==> src/rtl/xor_share_arbiter.sv <==
// Round-robin arbiter sharing one registered XOR slot among NREQ requesters.
// Optional op counter: define XOR_SHARE_ARBITER_STATS_EN.
module xor_share_arbiter #(
  parameter int NREQ = 4,
  parameter int WIDTH = 8,
  localparam int IDW = $clog2(NREQ)
) (
  input  logic                  clk,
  input  logic                  rst_n,
  input  logic [NREQ-1:0]       req_valid,
  output logic [NREQ-1:0]       req_ready,
  input  logic [NREQ*WIDTH-1:0] req_a,
  input  logic [NREQ*WIDTH-1:0] req_b,
  output logic                  rsp_valid,
  input  logic                  rsp_ready,
  output logic [WIDTH-1:0]      rsp_data,
  output logic [IDW-1:0]        rsp_id,
  input  logic                  stats_clr,
  output logic [15:0]           op_count
);

  typedef enum logic {EMPTY, FULL} state_t;

  state_t           state, state_n;
  logic [IDW-1:0]   ptr, gidx;
  logic [IDW:0]     sum;
  logic             found, avail, accept;
  logic [WIDTH-1:0] xres;

  always_comb begin
    found = 1'b0;
    gidx  = '0;
    sum   = '0;
    for (int k = 0; k < NREQ; k++) begin
      sum = {1'b0, ptr} + (IDW+1)'(k);
      if (sum >= (IDW+1)'(NREQ))
        sum = sum - (IDW+1)'(NREQ);
      if (!found && req_valid[sum[IDW-1:0]]) begin
        found = 1'b1;
        gidx  = sum[IDW-1:0];
      end
    end
  end

  // nothing may be granted while reset is held
  assign avail  = (state == EMPTY) | rsp_ready;
  assign accept = avail & found & rst_n;

  always_comb begin
    req_ready = '0;
    if (accept)
      req_ready[gidx] = 1'b1;
  end

  always_comb begin
    xres = '0;
    for (int i = 0; i < NREQ; i++)
      if (gidx == IDW'(i))
        xres = req_a[i*WIDTH +: WIDTH] ^ req_b[i*WIDTH +: WIDTH];
  end

  always_comb begin
    state_n = state;
    unique case (state)
      EMPTY:   if (accept) state_n = FULL;
      FULL:    if (!accept && rsp_ready) state_n = EMPTY;
      default: state_n = EMPTY;
    endcase
  end

  always_ff @(posedge clk or negedge rst_n) begin
    if (!rst_n) begin
      state    <= EMPTY;
      ptr      <= '0;
      rsp_data <= '0;
      rsp_id   <= '0;
    end else begin
      state <= state_n;
      if (accept) begin
        rsp_data <= xres;
        rsp_id   <= gidx;
        ptr      <= (gidx == IDW'(NREQ-1)) ? '0 : gidx + 1'b1;
      end
    end
  end

  assign rsp_valid = (state == FULL);

`ifdef XOR_SHARE_ARBITER_STATS_EN
  logic [15:0] cnt;

  always_ff @(posedge clk or negedge rst_n) begin
    if (!rst_n)
      cnt <= '0;
    else if (stats_clr)
      cnt <= '0;
    else if (rsp_valid && rsp_ready && cnt != 16'hFFFF)
      cnt <= cnt + 16'd1;
  end

  assign op_count = cnt;
`else
  logic unused_stats_clr;

  assign unused_stats_clr = stats_clr;
  assign op_count = '0;
`endif

endmodule

==> config.mk <==
export PLATFORM = sky130hd
export DESIGN_NAME = xor_share_arbiter
export DESIGN_NICKNAME = d
export VERILOG_FILES = /design/src/rtl/xor_share_arbiter.sv
export SDC_FILE = /design/constraint.sdc
export NUM_CORES = 1
export LEC_CHECK = 0
export ABC_AREA = 1
export BUFFER_PORTS_ARGS = -buffer_cell sky130_fd_sc_hd__buf_2
export CAP_MARGIN = 20
export CORE_UTILIZATION = 44
export DETAILED_ROUTE_END_ITERATION = 10
export PLACE_DENSITY = 0.92
export SLEW_MARGIN = 20
export SYNTH_ARGS = -nofsm -noshare
export SYNTH_HDL_FRONTEND = slang
export SYNTH_SLANG_ARGS = --single-unit
==> constraint.sdc <==
create_clock -name clk -period 6.2 [get_ports clk]
set_input_delay 0.62 -clock clk [delete_from_list [all_inputs] [get_ports clk]]
set_output_delay 0.62 -clock clk [all_outputs]
set_load 0.05 [all_outputs]
==> results of run 1 <==
registers in the layout, indices dropped and copies added (netlist names):
register and count:
ptr 2, rsp_valid 1, rsp_id 2, rsp_data 8
critical path, delay by kind of cell (launching register included):
family	cells	cell delay [ns]
fa+ha+maj	1	0.40
buf+inv	4	0.71
flops	1	0.56
simple gates	9	0.93
power by group through the flow:
stage | sequential [W] | combinational [W] | clock, W
after floorplan | 0.000258 | 0.000699 | 0
after global placement | 0.000159 | 0.000947 | 0
after detailed placement | 0.000161 | 0.000974 | 0
after CTS | 0.000160 | 0.000977 | 0.0000553
after global routing | 0.000165 | 0.00108 | 0.0000585
final | 0.000160 | 0.000982 | 0.0000544
cell usage after synthesis, types with 9 or more instances:
| cell type | count |
|---|---|
| inv_1 | 12 |
| buf_4 | 16 |
| o21ai_2 | 9 |
| o21ai_0 | 20 |
| nand2_1 | 46 |
| nand3_1 | 16 |
| nor2_1 | 12 |
| dfrtp_1 | 13 |
| xor2_1 | 9 |
| a21oi_1 | 13 |
| nand2_2 | 16 |
area by class of cell:
cell class	instances	area, sq um	share of cell area
Multi-Input combinational cell	188	1040	0.536
Timing Repair Buffer	85	425	0.219
Sequential cell	13	325	0.167
Inverter	16	65.1	0.0335
Tap cell	46	57.6	0.0296
Clock buffer	3	22.5	0.0116
Clock inverter	1	5.00	0.00258
layer usage:
layer  part of all wire  GRT usage  up-vias
met4              0.022     0.0667        0
met1               0.40      0.234      755
met3              0.057     0.0399       11
met2               0.52      0.349       76
li1                   -          -      870
met5                  0          0        -
kinds of logic after synthesis:
family                   after synthesis  synth area share
AO/OA/AOI/OAI                         50             0.189
XOR/XNOR                              17            0.0957
adder cells (fa/ha/maj)                4            0.0322
buffers and inverters                 37             0.157
flip-flops                            13             0.209
other                                  1           0.00241
AND/OR/NAND/NOR                      101             0.315
through the flow:
| stage | setup slack, ns | total power, W |
|---|---|---|
| final | 2.68 | 0.00120 |
| after CTS | 2.76 | 0.00119 |
| after global routing | 2.53 | 0.00130 |
| after detailed placement | 2.93 | 0.00114 |
| after floorplan | 3.00 | 0.000957 |
| after global placement | 2.97 | 0.00111 |
path summary, 6_finish.rpt:
path                                      to  slack (ns)
worst max-delay path            req_ready[2]        2.68
worst min-delay path                  ptr[0]        0.24
worst max register to register   rsp_data[0]        3.18
worst min register to register   rsp_data[6]        0.49
max in group asynchronous        rsp_data[0]        5.68
min in group clk                 rsp_data[6]        0.49
==> summary.txt, run 1 <==
Status
  • Outcome: finished, final reports clean

Timing
  • Final TNS setup: 0 ns
  • Slew of the pin with the lowest slew margin: 0.658 ns
  • Final setup vio count: 0
  • Hold_ws: 0.237 ns
  • Max Clock Freq: 284 MHz
  • RSZ-0062 raised after global routing: false
  • Part of the cycle the worst path needs: 0.568
  • Fin. Hold Viols: 0
  • Slew Limit Fails: 0
  • Skew final: 0.0106 ns
  • Final min period: 3.52 ns
  • Rel. slew slack: 0.560

Yosys
  • Seq/Total Area, Yosys: 0.209
  • Yosys top cell by area: dfrtp_1
  • Mapped Area: 1560 sq um
  • Yosys warnings: 0
  • Top post-synthesis cells by area: dfrtp_1 21%, nand2_1 11%, buf_4 7.7%, nand2_2 6.4%, o21ai_0 6.4%
  • Post-synth EDFFs: 0
  • Post-synth cell types: 26
  • Synth Flop Type: dfrtp_1
  • Syn avg cell area: 6.97 sq um
  • Share of Yosys cell area claimed by the top area cell type: 0.209
  • #FFs+latches synth: 13
  • Ys async rst share: 1.00
  • Syn Inst Count: 223

Global routing
  • First-pass GRT wire length: 5460 um
  • Antenna violations before repair: 0
  • GRT Util Overall: 0.196
  • GR Overflow Total: 0
  • Pin count of the biggest net entering global routing: 24
  • Vias in the first global route: 1363

Layout
  • Synth-to-Final Area Change: 24.9%
  • Commonest non-fill, non-tap cell in the layout: buf_2
  • Final #Nets: 383
  • Layout cells sized above 1: 0.415
  • Antenna Cells: 0
  • Filler cells: 339
  • Layout Cells excl Fill: 352
  • Fin area: 1940 sq um
  • Most frequent cells in the layout: 85 x buf_2, 46 x nand2_1, 20 x o21ai_0
  • Post-route core utilization: 0.578

Power
  • Worst VDD drop: 286 uV
  • NetSw: 0.000744 W
  • Leakage power: 1.06 nW
  • Net Sw Frac: 0.622
  • Logic gate share of total power: 0.821
  • Internal Power: 0.000452 W
  • Clock network fraction of total power: 0.046
  • Pwr/cell area: 615 nW/um^2
  • Sequential power share: 0.134

Worst setup path
  • Reg-to-Reg Start: ptr[0]
  • Required @ worst endpoint: 5.58 ns
  • Critical Path Start: ptr[0]
  • Crit end category: primary output
  • R2r worst-path depth: 17
  • Worst Path Arrival: 2.90 ns
  • Slowest stage cell, crit path: dfrtp_1
  • Startpoint types: flip-flop
  • CP max stage delay: 0.56 ns
  • Crit-path cells: inv_6 > nand2_1 > nand2_1 > nand2_1 > nand2_2 > nor2_4 > nand3_1 > nand3_1 > nand2_1 > inv_1 > ha_1 > inv_1 > nor2_1 > buf_2
  • CP dominant cell by count: nand2_1
  • Max FO, Critical Path: 10
  • Setup Crit Path Kind: reg -> out

CTS
  • CTS hold repair buffers: 0
  • Total number of H-tree levels: 1
  • Postcts setup bufs: 0
  • Worst-Skew Late Latency: 0.29 ns
  • TritonCTS clock tree: built
  • Num CTS Buffers: 3
  • Resized Gates After CTS: 0
  • Clock slew at reported path FFs: 0.09 ns
  • Clk sinks: 13
  • Max Root-Sink Buffers: 2
  • Root buf cell: clkbuf_4

Detailed routing
  • Initial DRC Count: 81
  • Routed vias: 1712
  • # DRC: 0
  • Number of routed nets with antenna violations: 0
  • Final WL: 3930 um
  • Pre-Repair DR Iteration Count: 4
  • Routed vias/inst: 4.86
  • Avg WL per Cell: 11.2 um

Placed design
  • Placer Congestion: 0.807
  • Post-DP Area: 1920 sq um
  • Port-buffer cells: 85
  • Cells after DPL: 348
  • DPL Wire Length: 3210 um

Floorplan
  • Die Wd: 61.5 um
  • Core Region: 3360 sq um
  • Die Span Y: 61.5 um
  • # IOs: 103
  • Initial cell density of the core: 0.462
  • Die ar.: 3780 sq um
  • Row Count: 21

Job
  • Number of max-cap violations: 0

Min path
  • Hold Path Class: in -> async
Power figures use the tool's default switching activity.
==> run 2: changes to the inputs <==
--- a/config.mk
+++ b/config.mk
@@ -8,9 +8,9 @@
 export ABC_AREA = 1
 export BUFFER_PORTS_ARGS = -buffer_cell sky130_fd_sc_hd__buf_2
 export CAP_MARGIN = 20
-export CORE_UTILIZATION = 44
+export CORE_UTILIZATION = 43
 export DETAILED_ROUTE_END_ITERATION = 10
-export PLACE_DENSITY = 0.92
+export PLACE_DENSITY = 0.9
 export SLEW_MARGIN = 20
 export SYNTH_ARGS = -nofsm -noshare
 export SYNTH_HDL_FRONTEND = slang
==> constraint.sdc (replaced) <==
create_clock -name clk -period 3.5 [get_ports clk]
set_input_delay 0.35 -clock clk [delete_from_list [all_inputs] [get_ports clk]]
set_output_delay 0.35 -clock clk [all_outputs]
set_load 0.05 [all_outputs]
==> run 2 against run 1 <==
Cell area grew 0.45%. Clock power up 77%. Largest power group unchanged. Via count is 2.7% higher. Utilization is 0.19 points lower. Power up 79%. Largest cell class unchanged. Register-to-register slack worse by 2.6 ns. Cell count rose by 0.28%. Combinational power is 79% higher. Routed wire length rose by 3.0%. Clock-buffer cell count up 1. First-iteration DRC count shrank 1.2%. Worst setup slack got worse by 2.3 ns.
==> summary.txt, run 2 (same netlist as run 1, synthesis figures left out) <==
Status
  • Outcome: finished, final reports clean

Worst setup path
  • Worst Path Arrival: 2.79 ns (-0.11 ns)
  • Setup Crit Path Kind: reg -> out
  • Max FO, Critical Path: 10 (unchanged)
  • Startpoint types: flip-flop
  • Required @ worst endpoint: 3.15 ns (-2.43 ns)
  • Crit end category: primary output

Placed design
  • DPL Wire Length: 3280 um (+1.9%)
  • Placer Congestion: 0.845 (+4.8%)
  • Placement Setup Slack: 0.602 ns (-2.33 ns)
  • Port-buffer cells: 85 (unchanged)

Min path
  • Hold Path Class: in -> reg

Floorplan
  • Initial cell density of the core: 0.459 (-0.00358)
  • Die ar.: 3860 sq um (+2.3%)
  • Die Span Y: 62.1 um (+1.1%)
  • # IOs: 103 (unchanged)
  • Row Count: 21 (unchanged)
  • Die Wd: 62.1 um (+1.1%)
  • Core Region: 3390 sq um (+0.78%)

Detailed routing
  • Final WL: 4050 um (+3.0%)
  • Routed vias/inst: 4.98 (+2.4%)
  • Pre-Repair DR Iteration Count: 4 (unchanged)
  • Number of routed nets with antenna violations: 0 (unchanged)
  • Routed vias: 1758 (+2.7%)
  • Avg WL per Cell: 11.5 um (+2.7%)
  • Initial DRC Count: 80 (-1.2%)
  • # DRC: 0 (unchanged)

Layout
  • Layout cells sized above 1: 0.410 (-0.00461)
  • Most frequent cells in the layout: 85 x buf_2, 46 x nand2_1, 20 x o21ai_0
  • Top reg by flops: rsp_data
  • Largest register FFs: 8 (unchanged)
  • FF/Latch Area: 325 sq um (unchanged)
  • Post-route core utilization: 0.576 (-0.00189)
  • Multi-input logic area: 1040 sq um (unchanged)
  • Final #Nets: 384 (+0.26%)
  • Biggest regs: rsp_data (8), ptr (2), rsp_id (2)
  • Filler cells: 322 (-5.0%)
  • Antenna Cells: 0 (unchanged)
  • Commonest non-fill, non-tap cell in the layout: buf_2
  • Synth-to-Final Area Change: 25.5%

Timing
  • Skew final: 0.00253 ns (-0.00806 ns)
  • Part of the cycle the worst path needs: 0.897
  • Final setup vio count: 0 (unchanged)
  • RSZ-0062 raised after global routing: false
  • Slew Limit Fails: 0 (unchanged)
  • Slew of the pin with the lowest slew margin: 0.597 ns (-0.0613 ns)
  • Final TNS setup: 0 ns (unchanged)
  • Rel. slew slack: 0.601 (+0.0410)
  • Final min period: 3.14 ns
  • Max Clock Freq: 318 MHz
  • Fin. Hold Viols: 0 (unchanged)
  • Setup WS post-layout: 0.359 ns (-2.32 ns)

Power
  • Pwr/cell area: 1100 nW/um^2 (+78%)
  • Tot Pwr: 0.00214 W (+79%)
  • Leakage power: 1.06 nW (+0.14%)
  • Worst VDD drop: 424 uV (+48%)

Global routing
  • Vias in the first global route: 1628 (+19%)
  • GRT Util Overall: 0.218 (+0.0224)
  • Antenna violations before repair: 0 (unchanged)
  • Pin count of the biggest net entering global routing: 24 (unchanged)
  • GR Overflow Total: 0 (unchanged)
  • First-pass GRT wire length: 6860 um (+26%)

CTS
  • Root buf cell: clkbuf_4
  • Worst-Skew Late Latency: 0.28 ns (about the same)
  • Clock slew at reported path FFs: 0.08 ns (about the same)
  • Max Root-Sink Buffers: 2 (unchanged)
  • Resized Gates After CTS: 0 (unchanged)
  • Num CTS Buffers: 3 (unchanged)
  • Total number of H-tree levels: 1 (unchanged)
  • TritonCTS clock tree: built
  • Clk sinks: 13 (unchanged)

Job
  • Number of max-cap violations: 0 (unchanged)
-- run 2: final cells by class --
type                       count  share of cell area
multi-input combinational    188               0.534
timing repair buffer          86               0.223
sequential                    13               0.167
inverter                      16              0.0333
tap                           46              0.0295
clock buffer                   4              0.0135
-- run 2: power breakdown --
group | internal [W] | leakage (nW) | switching, W
logic | 0.000538 | 0.886 | 0.00123
registers | 0.000222 | 0.162 | 0.0000619
clock network | 0.0000443 | 0.0150 | 0.0000519
total | 0.000805 | 1.06 | 0.00134
-- run 2: path summary, 6_finish.rpt --
check                            start            to  slack, ns  depth (start not counted)
setup / recovery                ptr[0]  req_ready[2]       0.36                         14
hold / removal               rsp_ready     rsp_valid       0.25                          2
setup reg to reg                ptr[0]   rsp_data[0]       0.54                         14
hold reg to reg            rsp_data[2]   rsp_data[2]       0.49                          2
max in group asynchronous        rst_n        ptr[1]       2.74                          2
min in group asynchronous        rst_n   rsp_data[0]       0.50                          2
-- run 2: what timing repair did --
action                                  in CTS  in global routing
endpoints found under the setup margin       0                  0
hold endpoints to repair                    13                  0
setup buffers                                0                  0
hold buffers                                 1                  0
-- run 2: metrics by stage --
stage | cell area, sq um | hold WS [ns] | cells
3_3_place_gp | 1920 | 0.271 | 348
4_1_cts | 1950 | 0.258 | 353
6_report | 1950 | 0.254 | 353
2_1_floorplan | 1610 | 0.0544 | 238
3_5_place_dp | 1920 | 0.274 | 348
5_1_grt | 1950 | 0.277 | 353
-- run 2: routing by layer --
| layer | vias up | share of wire | GRT usage |
|---|---|---|---|
| li1 | 867 | - | - |
| met3 | 21 | 0.060 | 0.0221 |
| met5 | - | 0 | 0 |
| met1 | 789 | 0.39 | 0.262 |
| met2 | 81 | 0.50 | 0.372 |
| met4 | 0 | 0.046 | 0.137 |
-- run 2: critical path, stage by stage, from the launching register on --
cell and delay, ns:
dfrtp_1 0.58, inv_6 0.08, nand2_1 0.07, nand2_1 0.08
nand2_1 0.09, nand2_2 0.06, nor2_4 0.11, nand3_1 0.08
nand3_1 0.11, nand2_1 0.11, inv_1 0.10, ha_1 0.36
inv_1 0.23, nor2_1 0.14, buf_2 0.28
